**config.mk**
```make
export PLATFORM = sky130hd
export DESIGN_NAME = prog_memory
export DESIGN_NICKNAME = d
export VERILOG_FILES = /design/src/rtl/prog_memory.sv
export SDC_FILE = /design/constraint.sdc
export NUM_CORES = 1
export LEC_CHECK = 0
export CORE_ASPECT_RATIO = 1.4
export CORE_MARGIN = 1
export CORE_UTILIZATION = 46
export DETAILED_ROUTE_END_ITERATION = 8
export PLACE_DENSITY = 0.65
export SLEW_MARGIN = 20
export SYNTH_ARGS = -nofsm -noshare
export SYNTH_HDL_FRONTEND = slang
export SYNTH_SLANG_ARGS = --single-unit
```
**constraint.sdc**
```tcl
create_clock -name clk -period 5.85 [get_ports clk]
set_clock_uncertainty 0.1 [all_clocks]
set_input_delay 1.17 -clock clk [delete_from_list [all_inputs] [get_ports clk]]
set_output_delay 1.17 -clock clk [all_outputs]
set_load 0.02 [all_outputs]
```
**src/rtl/prog_memory.sv**
```systemverilog
// Program memory with two combinational read ports (operand, fetch), a CPU write port,
// and a little-endian byte-stream loader that bulk-fills every word.
module prog_memory #(
    parameter int WORD_WIDTH = 8,
    parameter int DEPTH      = 16,
    localparam int ADDR_W    = $clog2(DEPTH)
) (
    input  logic                  clk,
    input  logic                  rst,
    input  logic                  write,
    input  logic [ADDR_W-1:0]     operand_addr,
    input  logic [WORD_WIDTH-1:0] operand_wdata,
    output logic [WORD_WIDTH-1:0] operand_rdata,
    input  logic [ADDR_W-1:0]     pc_addr,
    output logic [WORD_WIDTH-1:0] pc_data,
    input  logic                  load_start,
    input  logic [7:0]            rx_data,
    input  logic                  rx_valid,
    output logic                  rx_ready,
    output logic                  busy,
    output logic                  load_done,
    output logic                  write_err
);

    localparam int BYTES = WORD_WIDTH / 8;
    localparam int CNT_W = (BYTES > 1) ? $clog2(BYTES) : 1;
    localparam logic [ADDR_W-1:0] LAST_ADDR = ADDR_W'(DEPTH - 1);
    localparam logic [CNT_W-1:0]  LAST_BYTE = CNT_W'(BYTES - 1);

    typedef enum logic [1:0] {
        IDLE,
        LOAD,
        DONE
    } state_t;

    logic [WORD_WIDTH-1:0] mem [DEPTH];

    state_t                state_q,     state_d;
    logic [ADDR_W-1:0]     load_addr_q, load_addr_d;
    logic [CNT_W-1:0]      byte_cnt_q,  byte_cnt_d;
    logic [WORD_WIDTH-1:0] word_q,      word_d;
    logic                  busy_q,      busy_d;
    logic                  rx_ready_q,  rx_ready_d;
    logic                  load_done_q, load_done_d;
    logic                  write_err_q, write_err_d;

    logic                  mem_we;
    logic [ADDR_W-1:0]     mem_waddr;
    logic [WORD_WIDTH-1:0] mem_wdata;
    logic [WORD_WIDTH-1:0] word_asm;

    // Partial word with the incoming byte merged into its lane.
    always_comb begin
        word_asm = word_q;
        for (int unsigned k = 0; k < BYTES; k++) begin
            if (byte_cnt_q == CNT_W'(k)) begin
                word_asm[8*k +: 8] = rx_data;
            end
        end
    end

    always_comb begin
        state_d     = state_q;
        load_addr_d = load_addr_q;
        byte_cnt_d  = byte_cnt_q;
        word_d      = word_q;
        mem_we      = 1'b0;
        mem_waddr   = operand_addr;
        mem_wdata   = operand_wdata;

        case (state_q)
            IDLE: begin
                mem_we = write;
                if (load_start) begin
                    state_d     = LOAD;
                    load_addr_d = '0;
                    byte_cnt_d  = '0;
                end
            end
            LOAD: begin
                if (rx_valid) begin
                    if (byte_cnt_q == LAST_BYTE) begin
                        mem_we      = 1'b1;
                        mem_waddr   = load_addr_q;
                        mem_wdata   = word_asm;
                        load_addr_d = load_addr_q + 1'b1;
                        byte_cnt_d  = '0;
                        if (load_addr_q == LAST_ADDR) begin
                            state_d = DONE;
                        end
                    end else begin
                        word_d     = word_asm;
                        byte_cnt_d = byte_cnt_q + 1'b1;
                    end
                end
            end
            DONE:    state_d = IDLE;
            default: state_d = IDLE;
        endcase

        // Status outputs are registered from the next state so they line up with it.
        busy_d      = (state_d != IDLE);
        rx_ready_d  = (state_d == LOAD);
        load_done_d = (state_d == DONE);
        write_err_d = write && busy_q;
    end

    always_ff @(posedge clk or posedge rst) begin
        if (rst) begin
            state_q     <= IDLE;
            load_addr_q <= '0;
            byte_cnt_q  <= '0;
            word_q      <= '0;
            busy_q      <= 1'b0;
            rx_ready_q  <= 1'b0;
            load_done_q <= 1'b0;
            write_err_q <= 1'b0;
        end else begin
            state_q     <= state_d;
            load_addr_q <= load_addr_d;
            byte_cnt_q  <= byte_cnt_d;
            word_q      <= word_d;
            busy_q      <= busy_d;
            rx_ready_q  <= rx_ready_d;
            load_done_q <= load_done_d;
            write_err_q <= write_err_d;
        end
    end

    // Contents survive reset, so the array has no reset branch.
    always_ff @(posedge clk) begin
        if (mem_we) begin
            mem[mem_waddr] <= mem_wdata;
        end
    end

    assign operand_rdata = mem[operand_addr];
    assign pc_data       = mem[pc_addr];
    assign rx_ready      = rx_ready_q;
    assign busy          = busy_q;
    assign load_done     = load_done_q;
    assign write_err     = write_err_q;

endmodule
```
==> results of run 1 <==
[synth_stat cells (all sizes together)]
| master | n | share of area (%) |
|---|---|---|
| nor2 | 9 | 0.51 |
| nand2b | 2 | 0.19 |
| nand4 | 1 | 0.094 |
| o32ai | 4 | 0.53 |
| nand2 | 14 | 0.79 |
| a22o | 2 | 0.26 |
| o21bai | 1 | 0.11 |
| edfxtp | 128 | 58 |
| ha | 1 | 0.19 |
| o2bb2ai | 1 | 0.13 |
| nor2b | 17 | 1.6 |
| o21ai | 6 | 0.45 |
| nor3 | 16 | 1.2 |
| mux4 | 53 | 18 |
| a22oi | 17 | 2.0 |
| and2 | 4 | 0.38 |
| a211oi | 1 | 0.11 |
| and4 | 1 | 0.13 |
| clkbuf | 6 | 0.36 |
| buf | 20 | 2.0 |
| mux2 | 23 | 3.9 |
| a2111oi | 4 | 0.53 |
| nand3 | 2 | 0.15 |
| inv | 7 | 0.39 |
| o221ai | 3 | 0.39 |
| a21o | 5 | 0.56 |
| o22ai | 7 | 0.66 |
| dfrtp | 10 | 3.8 |
| o31ai | 1 | 0.11 |
| or3b | 1 | 0.13 |
| mux2i | 14 | 2.1 |
| nand3b | 3 | 0.34 |
| a21oi | 3 | 0.23 |
[per-layer routing]
| layer | global-route usage (%) | routed length [um] |
|---|---|---|
| met3 | 4.64 | 850 |
| met4 | 12.1 | 601 |
| met2 | 42.4 | 8560 |
| met1 | 23.6 | 5520 |
| met5 | 0 | 0 |
[per-stage QoR]
step                      total power, uW  setup WS (ns)  cells
after floorplan                      1600           2.15    387
after global placement               1790          0.912    604
after detailed placement             1810          0.890    604
after CTS                            2910          0.890    636
after global routing                 3000          0.801    636
final                                2900          0.943    636
[power by group through the flow]
stage	Sequential, uW	Clock (uW)	Combinational [uW]
3_3_place_gp	1280	0	503
3_5_place_dp	1290	0	515
6_report	1270	1110	512
2_1_floorplan	1270	0	327
5_1_grt	1280	1170	552
4_1_cts	1270	1120	517
[sequential cells by signal (all words and copies together) (netlist names)]
register and flops:
mem 128, write_err 1, load_addr_q 4, state_q 2, load_done 1, rx_ready 1, busy 1
[worst register-to-register path: stages, from the launching register on]
cell      delay (ns)
dfrtp_1         0.51
nand3b_1        0.66
mux2_2          0.61
nor3_2          0.78
[path summary, 6_finish.rpt]
path	start	to	slack, ns	cells after the start
worst max-delay path	operand_addr[2]	operand_rdata[3]	0.94	5
worst min-delay path	busy	write_err	0.40	1
worst max register to register	state_q[0]	mem[10][2]	2.81	3
worst min register to register	busy	write_err	0.40	1
max in group asynchronous	rst	write_err	4.46	2
min in group asynchronous	rst	rx_ready	0.93	2
[cell families after synthesis]
logic type	share of synthesized area, %
AND/OR/NAND/NOR	5.50
multiplexers	24.1
adder cells (fa/ha/maj)	0.188
buffers and inverters	2.70
flip-flops	61.4
AO/OA/AOI/OAI	6.06
[final cells by class]
class                   instances  area share [%]
inverters                       7           0.330
well taps                     185            2.90
multi-input cells             216            30.7
flip-flops and latches        138            51.4
clock inverters                13            2.20
repair buffers                 58            6.94
clock buffers                  19            5.56
==> reports/summary.md, run 1 <==
• complete, no violations — result of the run
• 0 — max-cap violation count
• buffers and inverters — family with the most delay on the worst path
• 1,106 — fillers
• 24.4 um — average wire length per cell after detail routing
• 49 — Ports
• 23,700 um — wire length of the first global-routing pass
• 0 — number of endpoints failing setup at the final stage
• 0.0150 sq mm — Die ar.
• 51 — standard-cell row count
• 15,500 um — drt total wl
• 0.0140 sq mm — CORE AREA
• 56.8% — core utilization of the finished layout
• 83.9% — post-route clock period utilization
• edfxtp_1 (128), mux4_2 (49), clkdlybuf4s50_1 (45) — commonest cells after routing, fill and taps aside
• false — setup repair after global routing missed its margin
• 144 um — die span in y
• 0.42 ns — worst skew pair latency
• 0.794 — Placer Congestion
• 41 — pin count of the biggest net entering global routing
• 204 MHz — top achievable clock speed
• 38.4% — clock power share
• 750 uW — power dissipated by switching net loads
• 363 mW/mm^2 — power density of the placed cells
• 212 — initial DRC count
• 0 — Post-CTS Hold Buffers
• clkdlybuf4s50_1, inv_2, mux2i_1, o32ai_1, clkdlybuf4s50_1 — cells traversed along the worst timing path
• 0 — GRT overflow
• 19.6% — relative area change from synthesis to final layout
• clkdlybuf4s50_1 — Critical Path Most Common Cell
• 3.64 ns — Critical Path AT
• 0.00735 sq mm — placed standard-cell area
• 4 — H-tree depth
• 387 — Cells after Synth
• 0.00409 sq mm — FF+latch area
• 4.58 ns — CP Data Required Time
• 138 — flop and latch count out of synthesis
• output pin — CP endpoint kind
• 0 ns — Final TNS setup
• 4.91 ns — final critical delay including setup and external delays
• edfxtp_1 — most common cell after layout, fill and taps aside
• 0 — antenna diode count
• 36.9% — Worst slew margin
• 0.396 ns — worst hold slack after final layout
• 10,400 um — detailed-placement wirelength estimate
• 0.000212 V — Max rail drop VDD
• 0.00264 uW — Static Leakage
• 17.2 sq um — average cell area after synthesis
• flop to flop — class of the most critical hold timing path
• clkbuf_16 — Clk Tree Root Cell
• 47.5% — Starting Density
• 104 um — die extent in x
• yes — clock tree from TritonCTS
• 17.7% — share of power burned in combinational logic
• 41 — number of library cell types mapped by synthesis
• 2150 uW — internal power consumption
• 48 — buffers added on ports
• 0.06 ns — clock-pin slew on the worst setup and hold paths
• 0 — Ys Warns
• 138 — clock net sink count
• primary input to output pin — critical path start-end classification
• 28.6% — share of cells above drive strength 1
• 0.00245 sq mm — combined area of the multi-input logic cells
• 3,865 — total number of vias
• 25.9% — Switching Fraction
• primary input — critical path launch point type
• 0.00667 sq mm — synthesized area
• 43.9% — sequential share of power
• 2 — buffer levels on the longest clock path
• 0.942 ns — Least-Margin Pin Slew
• 0 — final count of pins violating max slew
• 1.03 ns — Critical Path Max Stage Delay
• 0 — number of gates resized after CTS
• 4 — number of iterations in the first detailed-routing pass
• 61.4% — register area share after synthesis
• 4,188 — via count of the first global-routing pass
• 0 — number of design rule violations left after detail routing
• 0 — final count of hold timing violations
• 6.08 — via-per-instance ratio
• 20 — CP max FO
• 22.5% — GRT Total Usage
• 0.00797 sq mm — Layout Cell Area excl Fill
• 0 — initial antenna violation count
• 417 — synthesized net count
• 3 — count of buffering cells on the critical path with inverters included
• 0 — DRT antenna net count
• 17 — number of clock buffers inserted by TritonCTS
• 0 — Post-CTS Setup Repair Bufs
• clkdlybuf4s50_1 — cell with the biggest individual delay on the critical path
• 468 — Final Net Count
(Power assumes the default switching activity.)
==> run 2, diff against run 1 <==
--- a/config.mk
+++ b/config.mk
@@ -9,7 +9,7 @@
 export CORE_MARGIN = 1
 export CORE_UTILIZATION = 46
 export DETAILED_ROUTE_END_ITERATION = 8
-export PLACE_DENSITY = 0.65
+export PLACE_DENSITY = 0.68
 export SLEW_MARGIN = 20
 export SYNTH_ARGS = -nofsm -noshare
 export SYNTH_HDL_FRONTEND = slang
==> constraint.sdc (replaced) <==
create_clock -name clk -period 4.3 [get_ports clk]
set_clock_uncertainty 0.1 [all_clocks]
set_input_delay 0.86 -clock clk [delete_from_list [all_inputs] [get_ports clk]]
set_output_delay 0.86 -clock clk [all_outputs]
set_load 0.02 [all_outputs]
==> run 2 against run 1 <==
Flip-flop and latch count did not move; final cell count rose by 3.5%; non-clock buffer count rose by 22; power rose by 37%; register-to-register slack got worse by 1.2 ns; clock-buffer cell count rose by 2; sequential power rose by 36%; cell area rose by 2.0%; via count rose by 3.7%; combinational power rose by 38%; critical path type unchanged; critical endpoint is now pc_data[3]; highest routed layer unchanged.
==> reports/summary.md, run 2 (synthesis results as in run 1) <==
• clkdlybuf4s50_1 — Critical Path Most Common Cell
• 0.0150 sq mm — Die ar., unchanged
• 249 MHz — top achievable clock speed
• 0 — Post-CTS Setup Repair Bufs, unchanged
• 0.578 ns — Least-Margin Pin Slew, -0.364 ns
• mem — Top reg by flops
• 93.4% — post-route clock period utilization
• flop to flop — class of the most critical hold timing path
• 0.05 ns — clock-pin slew on the worst setup and hold paths, about the same
• 29.4% — share of cells above drive strength 1, +0.78 points
• 23.0% — GRT Total Usage, +0.48 points
• 15,900 um — drt total wl, +2.1%
• 10,600 um — detailed-placement wirelength estimate, +2.1%
• 1.61 ns — register-to-register setup slack, -1.20 ns
• 221 — initial DRC count, +4.2%
• output pin — CP endpoint kind
• state_q[0] — Reg2Reg Launch Point
• mem[11][0] — capturing point of the worst reg2reg path
• 0 — Post-CTS Hold Buffers, unchanged
• 5 — reg2reg path depth, +2
• 4,194 — via count of the first global-routing pass, +0.14%
• 57.9% — core utilization of the finished layout, +1.1 points
• 5.05% — GR Layer Usage met3, +0.41 points
• 25.3% — met1 Track Usage GR, +1.7 points
• 49 — Ports, unchanged
• 0.57 ns — Critical Path Max Stage Delay, -0.46 ns
• 0.0140 sq mm — CORE AREA, unchanged
• primary input — critical path launch point type
• 104 um — die extent in x, unchanged
• 3.06 ns — Critical Path AT, -0.58 ns
• 0 — max-cap violation count, unchanged
• 4.02 ns — final critical delay including setup and external delays
• 22.0% — relative area change from synthesis to final layout
• 24.1 um — average wire length per cell after detail routing, -1.3%
• met2 — Top Usage Layer GRT
• 0.404 ns — worst hold slack after final layout, +0.00793 ns
• clkdlybuf4s50_1 — cell with the biggest individual delay on the critical path
• 0.000282 V — Max rail drop VDD, +33%
• 626 — Cell Count Post-Placement, +3.6%
• 60.4% — Worst slew margin, +24 points
• yes — clock tree from TritonCTS
• 0.808 — Placer Congestion, +1.8%
• pc_addr[1] — origin of the worst setup path
• clkbuf_16 — Clk Tree Root Cell
• 0 — initial antenna violation count, unchanged
• 17 — number of clock buffers inserted by TritonCTS, unchanged
• 138 — clock net sink count, unchanged
• complete, no violations — result of the run
• 4,009 — total number of vias, +3.7%
• 0 — DRT antenna net count, unchanged
• false — setup repair after global routing missed its margin
• 24,300 um — wire length of the first global-routing pass, +2.5%
• 48 — buffers added on ports, unchanged
• 0 — antenna diode count, unchanged
• 1,087 — fillers, -1.7%
• edfxtp_1 — most common cell after layout, fill and taps aside
• 0 — number of gates resized after CTS, unchanged
• 51 — standard-cell row count, unchanged
• 3.34 ns — CP Data Required Time, -1.24 ns
• 0 — final count of pins violating max slew, unchanged
• 0 — number of endpoints failing setup at the final stage, unchanged
• 35 — pin count of the biggest net entering global routing, -15%
• pc_data[3] — Worst setup endpoint
• 128 — flip-flop count of the largest register, all copies and words added, unchanged
• 32 — CP max FO, +60%
• 2 — buffer levels on the longest clock path, unchanged
• mem (128), load_addr_q (4), state_q (2) — Regs by FF count
• primary input to output pin — critical path start-end classification
• 6.09 — via-per-instance ratio, +0.26%
• 144 um — die span in y, unchanged
• 0 — number of design rule violations left after detail routing, unchanged
• 0 — final count of hold timing violations, unchanged
• clkdlybuf4s50_1, buf_12, mux4_2, a22oi_1, nand2_1, clkdlybuf4s50_1 — cells traversed along the worst timing path
• 4 — number of iterations in the first detailed-routing pass, unchanged
• 0.42 ns — worst skew pair latency, about the same
• 0.00277 uW — Static Leakage, +4.9%
• 658 — Non-Filler Instances, +3.5%
• 47.5% — Starting Density, unchanged
• 0 — GRT overflow, unchanged
• 489 mW/mm^2 — power density of the placed cells, +35%
• 4 — H-tree depth, unchanged
• 0 ns — Final TNS setup, unchanged
• edfxtp_1 (128), mux4_2 (49), clkdlybuf4s50_1 (45) — commonest cells after routing, fill and taps aside
• 490 — Final Net Count, +4.7%
• 42.5% — met2 capacity usage during global routing, +0.14 points
run 2: how the worst min path moves through the flow:
stage / start / endpoint / slack, ns / depth (start not counted)
2_1_floorplan: load_addr_q[3] / load_addr_q[3] / 0.42 / 2
3_3_place_gp: busy / write_err / 0.38 / 1
3_5_place_dp: busy / write_err / 0.39 / 1
4_1_cts: busy / write_err / 0.41 / 1
5_1_grt: busy / write_err / 0.43 / 1
6_report: busy / write_err / 0.40 / 1
run 2: stage by stage:
| stage | setup slack (ns) | instance area (sq um) | power (uW) |
|---|---|---|---|
| floorplan | 1.22 | 6670 | 2180 |
| global placement | 0.298 | 7500 | 2440 |
| detailed placement | 0.313 | 7500 | 2470 |
| CTS | 0.321 | 8130 | 4000 |
| global route | 0.265 | 8130 | 4110 |
| finish | 0.285 | 8130 | 3970 |
run 2: critical path: cells and delay by family:
family / cells / cell delay (ns)
compound gates: 1 / 0.37
simple gates: 1 / 0.17
mux: 1 / 0.33
buf+inv: 3 / 1.31
run 2: cell type report:
| cell class | instances | area [sq um] | area share, % |
|---|---|---|---|
| clock buffers | 21 | 460 | 5.66 |
| clock inverters | 11 | 170 | 2.09 |
| repair buffers | 80 | 756 | 9.30 |
| inverters | 7 | 26.3 | 0.323 |
| well taps | 185 | 231 | 2.85 |
| multi-input cells | 216 | 2390 | 29.4 |
| flip-flops and latches | 138 | 4090 | 50.4 |
run 2: where the power goes:
| group | total, uW | internal, uW | switching, uW |
|---|---|---|---|
| clock | 1540 | 1000 | 538 |
| combinational | 707 | 311 | 396 |
| sequential | 1730 | 1650 | 79.5 |
| total | 3970 | 2960 | 1010 |
run 2: layer usage:
metal | share of wire (%) | wire [um]
met3 | 5.1 | 809
met2 | 55 | 8730
met4 | 3.2 | 504
met1 | 37 | 5820
met5 | 0 | 0
